**src/rtl/pc_seq_ctrl_if.sv**
```systemverilog
// Fetch/execute handshake bundle between the next-PC controller (master)
// and the instruction memory plus datapath (slave).
//
// Handshake: imem_req is raised in S_FETCH and held until imem_ack; a cycle
// with imem_req && imem_ack is the single transfer cycle, and ir_we pulses in
// exactly that cycle. exec_done is a one-cycle completion strobe, and npc_op,
// br_taken, imm16, instr_index, rs_data and halt_req are sampled only with it.
interface pc_seq_ctrl_if;
  logic        imem_req;
  logic        imem_ack;
  logic        ir_we;
  logic        exec_done;
  logic [1:0]  npc_op;
  logic        br_taken;
  logic [15:0] imm16;
  logic [25:0] instr_index;
  logic [31:0] rs_data;
  logic        halt_req;

  modport master (
    output imem_req,
    output ir_we,
    input  imem_ack,
    input  exec_done,
    input  npc_op,
    input  br_taken,
    input  imm16,
    input  instr_index,
    input  rs_data,
    input  halt_req
  );

  modport slave (
    input  imem_req,
    input  ir_we,
    output imem_ack,
    output exec_done,
    output npc_op,
    output br_taken,
    output imm16,
    output instr_index,
    output rs_data,
    output halt_req
  );
endinterface

```
**src/rtl/pc_seq_ctrl.sv**
```systemverilog
// Multi-cycle fetch / next-PC controller for a word-addressed PC register.
// NPC equals PC except on the exec_done cycle, where one of four sources wins.
module pc_seq_ctrl #(
  parameter int RETIRE_W  = 32,
  parameter int BOOT_HOLD = 2
) (
  input  logic                Clk,
  input  logic                Reset,
  input  logic [29:0]         PC,
  output logic [29:0]         NPC,
  pc_seq_ctrl_if.master       bus,
  output logic                halted,
  output logic                addr_err,
  output logic [RETIRE_W-1:0] retired,
  output logic [1:0]          state_dbg
);

  localparam int BW = (BOOT_HOLD > 1) ? $clog2(BOOT_HOLD) : 1;
  localparam logic [BW-1:0] BOOT_LAST = BW'(BOOT_HOLD - 1);

  typedef enum logic [1:0] {
    S_BOOT  = 2'd0,
    S_FETCH = 2'd1,
    S_EXEC  = 2'd2,
    S_HALT  = 2'd3
  } state_t;

  state_t        state;
  state_t        state_n;
  logic [BW-1:0] boot_cnt;
  logic [BW-1:0] boot_cnt_n;
  logic          retire_en;
  logic          aerr_set;

  logic [29:0] pc1;
  logic [29:0] br_off;
  logic [29:0] br_target;
  logic [29:0] jmp_target;
  logic        jr_misaligned;

  assign pc1           = PC + 30'd1;
  assign br_off        = {{14{bus.imm16[15]}}, bus.imm16};
  assign br_target     = pc1 + br_off;
  assign jmp_target    = {pc1[29:26], bus.instr_index};
  assign jr_misaligned = (bus.rs_data[1:0] != 2'b00);

  always_ff @(posedge Clk) begin
    if (Reset) begin
      state    <= S_BOOT;
      boot_cnt <= '0;
      retired  <= '0;
      addr_err <= 1'b0;
    end else begin
      state    <= state_n;
      boot_cnt <= boot_cnt_n;
      if (retire_en) retired <= retired + RETIRE_W'(1);
      if (aerr_set)  addr_err <= 1'b1;
    end
  end

  always_comb begin
    state_n      = state;
    boot_cnt_n   = boot_cnt;
    NPC          = PC;
    bus.imem_req = 1'b0;
    bus.ir_we    = 1'b0;
    retire_en    = 1'b0;
    aerr_set     = 1'b0;
    unique case (state)
      S_BOOT: begin
        if (boot_cnt == BOOT_LAST) state_n = S_FETCH;
        else                       boot_cnt_n = boot_cnt + BW'(1);
      end
      S_FETCH: begin
        bus.imem_req = 1'b1;
        if (bus.imem_ack) begin
          bus.ir_we = 1'b1;
          state_n   = S_EXEC;
        end
      end
      S_EXEC: begin
        if (bus.exec_done) begin
          // A misaligned jr leaves PC untouched and does not retire.
          if (bus.npc_op == 2'b11 && jr_misaligned) begin
            aerr_set = 1'b1;
            state_n  = S_HALT;
          end else begin
            unique case (bus.npc_op)
              2'b00: NPC = pc1;
              2'b01: NPC = bus.br_taken ? br_target : pc1;
              2'b10: NPC = jmp_target;
              2'b11: NPC = bus.rs_data[31:2];
            endcase
            retire_en = 1'b1;
            state_n   = bus.halt_req ? S_HALT : S_FETCH;
          end
        end
      end
      S_HALT: begin
        state_n = S_HALT;
      end
      default: begin
        state_n = S_BOOT;
      end
    endcase
  end

  assign halted    = (state == S_HALT);
  assign state_dbg = state;

  ir_we_only_in_fetch: assert property (@(posedge Clk) disable iff (Reset)
    bus.ir_we |-> (state == S_FETCH && bus.imem_req));
  npc_only_on_done: assert property (@(posedge Clk) disable iff (Reset)
    (NPC != PC) |-> (state == S_EXEC && bus.exec_done));
  halt_is_terminal: assert property (@(posedge Clk) disable iff (Reset)
    (state == S_HALT) |=> (state == S_HALT));

endmodule

```
**src/flat_wrapper.sv**
```systemverilog
// flat-port wrapper written by rule: the top's interface ports become plain ports
module pc_seq_ctrl_flat 
#(
  parameter int RETIRE_W  = 32,
  parameter int BOOT_HOLD = 2
)
  (Clk, Reset, PC, NPC, halted, addr_err, retired, state_dbg, bus_imem_req, bus_ir_we, bus_imem_ack, bus_exec_done, bus_npc_op, bus_br_taken, bus_imm16, bus_instr_index, bus_rs_data, bus_halt_req);
  pc_seq_ctrl_if bus_i ();
  input  logic Clk;
  input  logic Reset;
  input  logic [29:0] PC;
  output logic [29:0] NPC;
  output logic halted;
  output logic addr_err;
  output logic [RETIRE_W-1:0] retired;
  output logic [1:0] state_dbg;
  output wire logic [$bits(bus_i.imem_req)-1:0] bus_imem_req;
  output wire logic [$bits(bus_i.ir_we)-1:0] bus_ir_we;
  input wire logic [$bits(bus_i.imem_ack)-1:0] bus_imem_ack;
  input wire logic [$bits(bus_i.exec_done)-1:0] bus_exec_done;
  input wire logic [$bits(bus_i.npc_op)-1:0] bus_npc_op;
  input wire logic [$bits(bus_i.br_taken)-1:0] bus_br_taken;
  input wire logic [$bits(bus_i.imm16)-1:0] bus_imm16;
  input wire logic [$bits(bus_i.instr_index)-1:0] bus_instr_index;
  input wire logic [$bits(bus_i.rs_data)-1:0] bus_rs_data;
  input wire logic [$bits(bus_i.halt_req)-1:0] bus_halt_req;
  assign bus_imem_req = bus_i.imem_req;
  assign bus_ir_we = bus_i.ir_we;
  assign bus_i.imem_ack = bus_imem_ack;
  assign bus_i.exec_done = bus_exec_done;
  assign bus_i.npc_op = bus_npc_op;
  assign bus_i.br_taken = bus_br_taken;
  assign bus_i.imm16 = bus_imm16;
  assign bus_i.instr_index = bus_instr_index;
  assign bus_i.rs_data = bus_rs_data;
  assign bus_i.halt_req = bus_halt_req;
  pc_seq_ctrl #(.RETIRE_W(RETIRE_W), .BOOT_HOLD(BOOT_HOLD)) u_core (.Clk(Clk), .Reset(Reset), .PC(PC), .NPC(NPC), .bus(bus_i), .halted(halted), .addr_err(addr_err), .retired(retired), .state_dbg(state_dbg));
endmodule
```
**config.mk**
```make
export PLATFORM = sky130hd
export DESIGN_NAME = pc_seq_ctrl_flat
export DESIGN_NICKNAME = d
export VERILOG_FILES = /design/src/rtl/pc_seq_ctrl_if.sv /design/src/rtl/pc_seq_ctrl.sv /design/src/flat_wrapper.sv
export SDC_FILE = /design/constraint.sdc
export NUM_CORES = 1
export LEC_CHECK = 0
export ABC_AREA = 1
export BUFFER_PORTS_ARGS = -buffer_cell sky130_fd_sc_hd__buf_2
export CAP_MARGIN = 30
export CORE_AREA = 4 4 112 114
export DETAILED_ROUTE_END_ITERATION = 10
export DIE_AREA = 0 0 116 118
export PLACE_DENSITY = 0.81
export SETUP_SLACK_MARGIN = 0.4
export SLEW_MARGIN = 10
export SYNTH_ARGS = -nofsm -noshare
export SYNTH_HDL_FRONTEND = slang
export SYNTH_SLANG_ARGS = --single-unit
```
**constraint.sdc**
```tcl
create_clock -name Clk -period 3.8 [get_ports Clk]
set_input_delay 0.57 -clock Clk [delete_from_list [all_inputs] [get_ports Clk]]
set_output_delay 0.57 -clock Clk [all_outputs]
set_load 0.03 [all_outputs]
```
==> results of run 1 <==
==> synthesized netlist by cell type (2+ instances only) <==
cell and instances:
a211oi_1 3, a21o_1 4, a21oi_1 60, a221oi_1 6
a22o_1 12, a31oi_1 2, and2_1 4, buf_2 5
clkbuf_1 14, dfxtp_1 36, ha_1 36, inv_1 203
inv_2 3, nand2_1 359, nand2_2 3, nand3_1 74
nand3b_1 11, nand4_1 18, nor2_1 116, nor2_2 7
nor2_4 3, nor3_1 25, nor3_2 3, nor3b_1 2
nor4_1 3, o211ai_1 3, o21ai_0 53, o21ai_1 2
o21bai_1 9, o22ai_1 6, o32ai_1 2, xnor2_1 10
xor2_1 21
==> stage by stage <==
| step | cells | worst slack, ns | area, um^2 | hold slack, ns | utilization |
|---|---|---|---|---|---|
| after floorplan | 1135 | 0.3946 | 6083 | 0.4403 | - |
| after global placement | 1532 | -0.2010 | 7786 | 0.4524 | 0.6819 |
| after CTS | 1558 | 0.1459 | 9097 | 0.4779 | 0.7967 |
| after detailed placement | 1532 | -0.2241 | 7786 | 0.4648 | 0.6819 |
==> kinds of logic after synthesis <==
| family | synth area share |
|---|---|
| buffers and inverters | 0.1425 |
| AO/OA/AOI/OAI | 0.1650 |
| XOR/XNOR | 0.04469 |
| adder cells (fa/ha/maj) | 0.07743 |
| AND/OR/NAND/NOR | 0.4518 |
| flip-flops | 0.1186 |
==> what timing repair did <==
item,in CTS
endpoints found under the hold margin,0
buffers inserted,18
endpoints found under the setup margin,25
resized for setup,252
pin swaps,82
==> routing by layer <==
layer  overflow  GRT usage
met3          0     0.5902
met5          0     0.2118
met1          1     0.6995
met2         11     0.8191
met4          4     0.5642
==> summary.md, run 1 <==
| Metric | Value |
|---|---|
| Number of I/O pins | `180` |
| Largest net degree at the start of global routing | `35` |
| Grt total ovfl | `16` |
| Die Width | `116 um` |
| Total track usage | `0.6795` |
| H-tree levels | `2` |
| Status | `aborted with a tool error` |
| Mean post-synth cell area | `5.353 um^2` |
| Post-Syn Nets | `1,284` |
| Post-synth EDFFs | `0` |
| Stopped at | `global routing` |
| Synth top area cells | `nand2_1 (22%), inv_1 (13%), dfxtp_1 (12%)` |
| Error msg | `[ERROR GRT-0232] Routing congestion too high. Check the congestion heatmap in the GUI.` |
| Port Buffers | `179` |
| Routability cong. | `1.079` |
| Grt repair worst endpoint | `NPC[29]` |
| Synth cell types | `50` |
| Synth Flop Type | `dfxtp_1` |
| Cts hold-fix bufs | `0` |
| Clk sinks | `36` |
| Clock Tree Buf Depth | `2` |
| Yosys warning total | `0` |
| Hpwl dp | `18,550 um` |
| CTS buffer count | `5` |
| Worst EP kind | `primary output` |
| Async SR Flop Fraction | `0` |
| Yosys reg bits | `36` |
| Root Buffer | `clkbuf_16` |
| Initial Util | `0.5321` |
| Synth area leader | `nand2_1` |
| Die Height | `118 um` |
| Row cnt | `39` |
| Mapped Area | `6076 um^2` |
| Cell count after synthesis | `1,135` |
| Register area share after synthesis | `0.1186` |
| Yosys top cell area share | `0.2218` |
==> inputs of run 2 (changes only) <==
--- a/config.mk
+++ b/config.mk
@@ -8,11 +8,10 @@
 export ABC_AREA = 1
 export BUFFER_PORTS_ARGS = -buffer_cell sky130_fd_sc_hd__buf_2
 export CAP_MARGIN = 30
-export CORE_AREA = 4 4 112 114
+export CORE_AREA = 4 4 129 131
 export DETAILED_ROUTE_END_ITERATION = 10
-export DIE_AREA = 0 0 116 118
-export PLACE_DENSITY = 0.81
-export SETUP_SLACK_MARGIN = 0.4
+export DIE_AREA = 0 0 133 135
+export PLACE_DENSITY_LB_ADDON = 0.15
 export SLEW_MARGIN = 10
 export SYNTH_ARGS = -nofsm -noshare
 export SYNTH_HDL_FRONTEND = slang
==> summary.md, run 2 <==
| Metric | Value |
|---|---|
| Grt total ovfl | `0` |
| Final setup margin | `-0.05299 ns` |
| Detailed Route WL | `25,310 um` |
| Dpl cell area | `8125 um^2` |
| Simple-Gate Fraction of Synth Area | `0.4518` |
| Startpoint Class | `input port` |
| CP cell instances | `buf_6 > ha_4 > nand2_2 > nor3_4 > nand4_1 > xor2_1 > inv_1 > ha_4 > nand2_4 > inv_2 > nand2_2 > nor2_1 > nand2_1 > nand3_4 > a21oi_1 > o21ai_1 > buf_4 > nand3_1 > o22ai_1 > inv_1 > buf_6` |
| Area Growth Syn to Fin | `57.99%` |
| Die area | `17,960 um^2` |
| Vias per std cell | `5.038` |
| CTS tree | `done` |
| Endpoints failing setup | `2` |
| Number of I/O pins | `180` |
| Commonest cells after routing, fill and taps aside | `nand2_1 (293), inv_1 (185), buf_2 (152)` |
| Yosys reg bits | `36` |
| Total Nets Final | `1,590` |
| Slowest stage cell, crit path | `ha_4` |
| Complex-gate fraction of the synthesized area | `0.1650` |
| CP endpoint kind | `output pin` |
| Final Skew | `0.004203 ns` |
| Initial DRC Count | `581` |
| Combinational family with the most area after synthesis | `simple AND/OR/NAND/NOR gates` |
| Post-synth EDFFs | `0` |
| Async SR Flop Fraction | `0` |
| Portion of netlist area occupied by mux cells | `0` |
| Switching share of power | `0.4478` |
| Synth cell types | `50` |
| Cts hold-fix bufs | `0` |
| Root Buffer | `clkbuf_16` |
| Fmax | `259.5 MHz` |
| H-tree levels | `2` |
| Wire per inst | `15.27 um` |
| P_leak | `0.004979 uW` |
| Hpwl dp | `20,020 um` |
| Count leader, synth | `nand2_1` |
| Final instance area | `9599 um^2` |
| First-pass GRT wire length | `38,050 um` |
| HP Class | `register to register` |
| Power Internal | `1199 uW` |
| Commonest non-fill, non-tap cell in the layout | `nand2_1` |
| Die Height | `135 um` |
| Pwr Density | `226.2 nW/um^2` |
| Synth top area cells | `nand2_1 (22%), inv_1 (13%), dfxtp_1 (12%)` |
| Clk slew on worst S/H paths | `0.05 ns` |
| Drt drc | `0` |
| Worst vdd ir | `0.3378 mV` |
| CP peak stage delay | `0.32 ns` |
| Fin. Hold Viols | `0` |
| Post-Syn Nets | `1,284` |
| Yosys top cell area share | `0.2218` |
| Final Critical Period | `3.853 ns` |
| Initial Util | `0.3895` |
| Cell count after synthesis | `1,135` |
| Max FFs per register | `32` |
| Synth area leader | `nand2_1` |
| Worst path bufs/invs | `6` |
| Total track usage | `0.2624` |
| Port Buffers | `179` |
| Mapped Area | `6076 um^2` |
| Adder-Cell Fraction of Synth Area | `0.07743` |
| Total chip power | `2171 uW` |
| Synth Flop Type | `dfxtp_1` |
| Max transition margin | `0.5332` |
| Logic pwr share | `0.618` |
| Clk sinks | `36` |
| Clk pwr share | `0.194` |
| Largest Register | `u_core.retired` |
| Vias in the first global route | `7,756` |
| Fillers | `1,486` |
| Max Cap Viol | `0` |
| Largest net degree at the start of global routing | `35` |
| Layout cell share with drive strength beyond 1 | `0.3849` |
| Via count | `8,353` |
| Failing checks | `setup timing` |
| Worst slew pin tran | `0.7002 ns` |
| Sequential power share | `0.188` |
| Sw power | `972.2 uW` |
| Tcrit/Tclk final | `1.014` |
| DR pass1 iterations | `4` |
| Status | `complete, but fails checks` |
| Register area share after synthesis | `0.1186` |
| N_diodes | `0` |
| Routability cong. | `0.9598` |
| Initial antenna violation count | `1` |
| CTS buffer count | `5` |
| Worst-Skew Late Latency | `0.29 ns` |
| Commonest cells in the netlist | `nand2_1 (359), inv_1 (203), nor2_1 (116), nand3_1 (74), a21oi_1 (60)` |
| CORE AREA | `15,600 um^2` |
| Final ANT Viol Nets | `0` |
| XOR/XNOR share of the synthesized area | `0.04469` |
| Reg2Reg Setup Slack | `1.57 ns` |
| Die Width | `133 um` |
| Kind of critical path | `input port to output pin` |
| RSZ-0062 raised after global routing | `yes` |
| Clock Tree Buf Depth | `2` |
| Delay-heaviest family, CP | `simple AND/OR/NAND/NOR gates` |
| Worst-path fanout max | `4` |
| Row cnt | `46` |
| Worst path arrival time | `3.28 ns` |
| Final Max Slew Viols | `0` |
| Mean post-synth cell area | `5.353 um^2` |
| Yosys warning total | `0` |
| Crit path required time | `3.23 ns` |
run 2: cell counts after synthesis:
Identical to the previous run, type by type.
run 2: worst paths after layout:
check                      startpoint  cells past startpoint                  to
setup / recovery                PC[0]                     21             NPC[12]
hold / removal        u_core.boot_cnt                      2     u_core.boot_cnt
setup reg to reg  u_core.state_dbg[1]                     12  u_core.retired[25]
hold reg to reg       u_core.boot_cnt                      2     u_core.boot_cnt
run 2: power by group through the flow:
stage / logic [uW] / registers (uW) / clock network [uW]
final: 1340 / 409 / 420
after detailed placement: 1090 / 416 / 0
after CTS: 1140 / 409 / 429
after floorplan: 629 / 436 / 0
after global placement: 1090 / 417 / 0
after global routing: 1450 / 412 / 443
run 2: stage by stage:
stage          cells  hold WS (ns)  setup TNS, ns  setup WS [ns]    util
2_1_floorplan   1135        0.4403              0         0.3311       -
3_3_place_gp    1639        0.4522         -1.471        -0.1661  0.5209
3_5_place_dp    1639        0.4657         -2.212        -0.2350  0.5209
4_1_cts         1648        0.4788      -0.007087      -0.007087  0.5485
5_1_grt         1658        0.4867         -2.082        -0.2274  0.6154
6_report        1658        0.4778       -0.07567       -0.05299  0.6154
run 2: cell families after synthesis:
logic type | Yosys count
flops | 36
fa+ha+maj | 37
buf+inv | 227
compound gates | 168
simple gates | 636
xor+xnor | 31
run 2: worst reg2reg max path: stages, from the launching register on:
cell and delay, ns:
dfxtp_1 0.41, nand2_1 0.11, inv_2 0.09, nand2_1 0.09, nor2_4 0.26, buf_4 0.28
nand4_2 0.16, nor2_2 0.17, nand2_2 0.09, nor2_4 0.12, nand4_1 0.12, o21ai_0 0.17
nor2_1 0.05
run 2: timing repair:
action | CTS | global route
setup endpoints to repair | 19 | 23
pin swaps | 10 | 85
gates resized for setup | 58 | 270
buffers inserted | 1 | 10
run 2: metal layers:
layer / wire [um] / global-route usage / up-vias
met1: 10620 / 0.3381 / 3775
met2: 12220 / 0.4489 / 269
met4: 794 / 0.08718 / 2
li1: - / - / 4243
met5: 12 / 0 / -
met3: 1663 / 0.04024 / 64
run 2: cell type report:
cell class                 count  area, um^2  area share
clock buffer                   7       142.6     0.01486
clock inverter                 1       7.507   0.0007821
tap                          216       270.3     0.02815
sequential                    36       720.7     0.07508
inverter                     206       773.2     0.08055
timing repair buffer         320        2121      0.2209
multi-input combinational    872        5564      0.5796
Note: power is estimated with default switching activity, not from simulation.
==> inputs of run 3 (changes only) <==
--- a/config.mk
+++ b/config.mk
@@ -8,9 +8,9 @@
 export ABC_AREA = 1
 export BUFFER_PORTS_ARGS = -buffer_cell sky130_fd_sc_hd__buf_2
 export CAP_MARGIN = 30
-export CORE_AREA = 4 4 129 131
+export CORE_AREA = 4 4 112 114
 export DETAILED_ROUTE_END_ITERATION = 10
-export DIE_AREA = 0 0 133 135
+export DIE_AREA = 0 0 116 118
 export PLACE_DENSITY_LB_ADDON = 0.15
 export SLEW_MARGIN = 10
 export SYNTH_ARGS = -nofsm -noshare
==> summary.md, run 3 (synthesized netlist as in run 2, its figures left out) <==
| Metric | Value |
|---|---|
| Total track usage | `0.3202` |
| P_leak | `0.004689 uW` |
| Row cnt | `39` |
| Vias in the first global route | `7,686` |
| Final Max Slew Viols | `0` |
| Setup TNS | `-0.2450 ns` |
| N_diodes | `0` |
| Crit path required time | `3.23 ns` |
| Placed insts | `1,519` |
| Max FFs per register | `32` |
| Area Growth Syn to Fin | `48.79%` |
| Clock Tree Buf Depth | `2` |
| Fin. Hold Viols | `0` |
| Smallest hold slack | `0.4681 ns` |
| CP endpoint kind | `output pin` |
| Initial DRC Count | `813` |
| Final Critical Period | `3.915 ns` |
| Largest net degree at the start of global routing | `35` |
| Vias per std cell | `5.574` |
| Final Skew | `0.005201 ns` |
| Clk slew on worst S/H paths | `0.06 ns` |
| Die area | `13,690 um^2` |
| Worst slew pin tran | `0.6977 ns` |
| Die Height | `118 um` |
| CTS buffer count | `5` |
| Post-Layout Cell Count | `1,534` |
| Failing checks | `setup timing` |
| HP Class | `register to register` |
| Hpwl dp | `18,370 um` |
| Final ANT Viol Nets | `0` |
| Detailed Route WL | `25,010 um` |
| Initial antenna violation count | `1` |
| Via count | `8,551` |
| Worst-Skew Late Latency | `0.28 ns` |
| Kind of critical path | `input port to output pin` |
| Worst vdd ir | `0.3258 mV` |
| Drt drc | `0` |
| Dpl cell area | `7694 um^2` |
| Max Cap Viol | `0` |
| Status | `complete, but fails checks` |
| Final instance area | `9040 um^2` |
| Cts hold-fix bufs | `0` |
| Grt total ovfl | `0` |
| Routability cong. | `1.015` |
| Tcrit/Tclk final | `1.030` |
| Die Width | `116 um` |
| Pwr Density | `232.4 nW/um^2` |
| CTS tree | `done` |
| CORE AREA | `11,420 um^2` |
| Initial Util | `0.5321` |
| Number of I/O pins | `180` |
| Layout cell share with drive strength beyond 1 | `0.3573` |
| Root Buffer | `clkbuf_16` |
| Commonest cells after routing, fill and taps aside | `nand2_1 (302), inv_1 (186), buf_2 (157)` |
| Fin util | `0.7917` |
| RSZ-0062 raised after global routing | `yes` |
| Startpoint Class | `input port` |
| Fillers | `828` |
| Clk sinks | `36` |
| Commonest non-fill, non-tap cell in the layout | `nand2_1` |
| Worst path arrival time | `3.34 ns` |
| Wire per inst | `16.30 um` |
| Total Nets Final | `1,539` |
| Largest Register | `u_core.retired` |
| Final setup margin | `-0.1147 ns` |
| Max transition margin | `0.5349` |
| Worst-path fanout max | `4` |
| H-tree levels | `2` |
| Port Buffers | `179` |
| Fmax | `255.5 MHz` |
| Endpoints failing setup | `5` |
| DR pass1 iterations | `9` |
| First-pass GRT wire length | `35,850 um` |
run 3: cell types whose count changed in the layout (fill, tap and decap cells not counted), moves of 3 or more:
cell     previous run  this run
a21oi_1            40        37
a21oi_2            16        19
buf_2             152       157
buf_4             143        95
buf_6              23        13
nand2_1           293       302
nand2_2            54        49
nand2_4            16        12
nor2_2             19        24
nor2_4             21        16
o21ai_0            43        48
o21ai_1             9         5
run 3: repair_timing:
action / in CTS / in global routing
setup endpoints to repair: 13 / 22
setup buffers: 2 / 5
gates resized for setup: 53 / 238
endpoints found under the hold margin: 0 / 0
pin swaps: 16 / 76
run 3: path summary, 6_finish.rpt:
| kind | from | to | slack, ns | depth (start not counted) |
|---|---|---|---|---|
| setup reg to reg | u_core.state_dbg[1] | u_core.retired[22] | 1.59 | 12 |
| setup / recovery | PC[0] | NPC[22] | -0.11 | 23 |
| hold reg to reg | u_core.boot_cnt | u_core.boot_cnt | 0.47 | 2 |
| hold / removal | u_core.boot_cnt | u_core.boot_cnt | 0.47 | 2 |
run 3: power by group:
group          switching, uW  total, uW  internal (uW)
combinational            784       1280            493
sequential              17.2        409            392
clock                    153        414            261
run 3: routing by layer:
layer	global-route usage	up-vias	part of all wire
met5	0	-	0.00028
li1	-	4123	-
met2	0.5633	450	0.49
met4	0.1109	2	0.046
met3	0.04319	103	0.096
met1	0.3927	3873	0.37
run 3: layout make-up:
cell class,count,area [um^2],area share
Clock buffer,7,142.6,0.01578
Clock inverter,1,7.507,0.0008304
Inverter,206,773.2,0.08554
Multi-Input combinational cell,872,5502,0.6086
Sequential cell,36,720.7,0.07972
Tap cell,143,178.9,0.01979
Timing Repair Buffer,269,1715,0.1898
run 3: per-stage QoR:
step / setup slack [ns] / power, uW
6_report: -0.1147 / 2101
5_1_grt: -0.2336 / 2217
4_1_cts: 0.0002469 / 1900
3_5_place_dp: -0.1419 / 1444
3_3_place_gp: -0.05057 / 1434
2_1_floorplan: 0.3311 / 1064
run 3: worst max-delay path, cell delays in order:
cell     delay, ns
buf_8         0.10
ha_4          0.14
nand2_4       0.05
nor3_4        0.16
nand4_1       0.18
xor2_1        0.29
inv_1         0.14
ha_4          0.32
nand2_2       0.07
buf_4         0.13
nor2_2        0.13
inv_1         0.11
nor2_1        0.12
nand2_1       0.09
nand2_2       0.10
nand2_1       0.09
nand2_1       0.07
nand2_1       0.05
nand3_1       0.07
nand3_1       0.08
nand2_1       0.08
inv_1         0.04
buf_4         0.16
==> inputs of run 4 (changes only) <==
--- a/config.mk
+++ b/config.mk
@@ -8,9 +8,9 @@
 export ABC_AREA = 1
 export BUFFER_PORTS_ARGS = -buffer_cell sky130_fd_sc_hd__buf_2
 export CAP_MARGIN = 30
-export CORE_AREA = 4 4 112 114
+export CORE_AREA = 4 4 156 83
 export DETAILED_ROUTE_END_ITERATION = 10
-export DIE_AREA = 0 0 116 118
+export DIE_AREA = 0 0 160 87
 export PLACE_DENSITY_LB_ADDON = 0.15
 export SLEW_MARGIN = 10
 export SYNTH_ARGS = -nofsm -noshare
==> summary.md, run 4 (synthesized netlist as in run 2, its figures left out) <==
| Metric | Value |
|---|---|
| CP endpoint kind | `output pin` |
| Hpwl dp | `21,150 um` |
| Initial DRC Count | `1,361` |
| Sequential power share | `0.174` |
| Worst path bufs/invs | `8` |
| Die area | `13,920 um^2` |
| Vias per std cell | `5.876` |
| Startpoint Class | `input port` |
| Clk slew on worst S/H paths | `0.06 ns` |
| Worst vdd ir | `0.3888 mV` |
| Clock Tree Buf Depth | `2` |
| Power Internal | `1273 uW` |
| Tcrit/Tclk final | `1.022` |
| Vias in the first global route | `7,932` |
| N_diodes | `0` |
| First-pass GRT wire length | `41,520 um` |
| Total Nets Final | `1,605` |
| Failing checks | `setup timing` |
| Worst-Skew Late Latency | `0.29 ns` |
| Largest Register | `u_core.retired` |
| Fin util | `0.8586` |
| RSZ-0062 raised after global routing | `yes` |
| Logic pwr share | `0.617` |
| Via count | `9,443` |
| Max FFs per register | `32` |
| Final ANT Viol Nets | `0` |
| Root Buffer | `clkbuf_16` |
| Reg2Reg Setup Slack | `1.46 ns` |
| HP Class | `register to register` |
| Initial Util | `0.5255` |
| H-tree levels | `2` |
| P_leak | `0.005154 uW` |
| Smallest hold slack | `0.4850 ns` |
| Worst path arrival time | `3.32 ns` |
| Status | `complete, but fails checks` |
| Final Critical Period | `3.885 ns` |
| Endpoints failing setup | `11` |
| CTS buffer count | `5` |
| Die Height | `87 um` |
| Commonest non-fill, non-tap cell in the layout | `nand2_1` |
| Placed insts | `1,581` |
| Max transition margin | `0.4406` |
| Fin. Hold Viols | `0` |
| Total track usage | `0.3711` |
| CP peak stage delay | `0.28 ns` |
| Post-Layout Cell Count | `1,607` |
| CTS tree | `done` |
| Clk pwr share | `0.208` |
| Pwr Density | `237.2 nW/um^2` |
| Port Buffers | `179` |
| Final Max Slew Viols | `0` |
| Fmax | `257.4 MHz` |
| Delay-heaviest family, CP | `buffers and inverters` |
| Routability cong. | `1.079` |
| Sw power | `1081 uW` |
| Wire per inst | `19.00 um` |
| Max Cap Viol | `0` |
| Crit path required time | `3.23 ns` |
| Largest net degree at the start of global routing | `35` |
| Switching share of power | `0.4593` |
| Slowest stage cell, crit path | `xnor2_1` |
| CP cell instances | `buf_12 > ha_4 > nand2_2 > nor3_4 > buf_6 > buf_4 > xor2_4 > ha_4 > nand2_1 > inv_1 > buf_4 > nand2_1 > inv_1 > nand2_1 > nand2_2 > xnor2_1 > o21bai_1 > o22ai_1 > inv_1 > buf_2` |
| DR pass1 iterations | `6` |
| Final Skew | `0.005443 ns` |
| Kind of critical path | `input port to output pin` |
| Row cnt | `28` |
| Setup TNS | `-0.4262 ns` |
| Final setup margin | `-0.08544 ns` |
| Die Width | `160 um` |
| Detailed Route WL | `30,540 um` |
| Grt total ovfl | `0` |
| Worst slew pin tran | `0.8392 ns` |
| Initial antenna violation count | `0` |
| Area Growth Syn to Fin | `63.36%` |
| Layout cell share with drive strength beyond 1 | `0.4097` |
| Drt drc | `0` |
| CORE AREA | `11,560 um^2` |
| Clk sinks | `36` |
| Number of I/O pins | `180` |
| Worst-path fanout max | `5` |
| Commonest cells after routing, fill and taps aside | `nand2_1 (282), inv_1 (184), buf_2 (151)` |
## run 4: repair_timing
item | 4_1_cts | 5_1_grt
endpoints found under the setup margin | 19 | 24
cloned | 0 | 0
pin swaps | 48 | 109
gates resized for setup | 139 | 242
hold buffers | 0 | 0
setup buffers | 6 | 14
## run 4: layout make-up
class                      instances  area, um^2
multi-input combinational        872        5763
inverter                         206       778.2
timing repair buffer             335        2312
tap                              150       187.7
clock inverter                     2       35.03
sequential                        36       720.7
clock buffer                       6       128.9
fill                             707        1635
## run 4: power by group through the flow
stage          Clock [uW]  Combinational, uW  Sequential, uW
2_1_floorplan           0                629             436
3_3_place_gp            0               1080             416
3_5_place_dp            0               1090             417
4_1_cts               480               1200             409
5_1_grt               505               1530             413
6_report              490               1450             410
## run 4: worst reg2reg max path, cell delays in order (launching register included)
cell and delay (ns):
dfxtp_1 0.37, inv_2 0.10, nand2_1 0.07, inv_2 0.10
nand3_4 0.38, nor3_4 0.33, nand3_2 0.18, nor2_2 0.19
nand2_1 0.15, nor2_2 0.16, nand2_1 0.06, nand2_1 0.07
inv_1 0.04, nor2_1 0.08
## run 4: path summary, 6_finish.rpt
| kind | cells after the start | to | start |
|---|---|---|---|
| setup / recovery | 20 | NPC[9] | PC[1] |
| hold / removal | 2 | u_core.boot_cnt | u_core.boot_cnt |
| setup reg to reg | 13 | u_core.retired[22] | u_core.state_dbg[0] |
| hold reg to reg | 2 | u_core.boot_cnt | u_core.boot_cnt |
## run 4: through the flow
step	total power, uW	instance area [um^2]	worst slack [ns]
floorplan	1064	6076	0.3311
global placement	1495	8103	-0.4514
detailed placement	1502	8103	-0.4090
CTS	2087	8831	-0.01842
global route	2452	9926	-0.2266
finish	2354	9926	-0.08544
## run 4: layer usage
layer	vias up	share of wire	track usage	wire, um
met3	135	0.16	0.1111	4998
met4	0	0.036	0.04294	1086
met1	4243	0.40	0.5622	12170
met5	-	0	0	0
met2	802	0.40	0.5267	12290
li1	4263	-	-	-
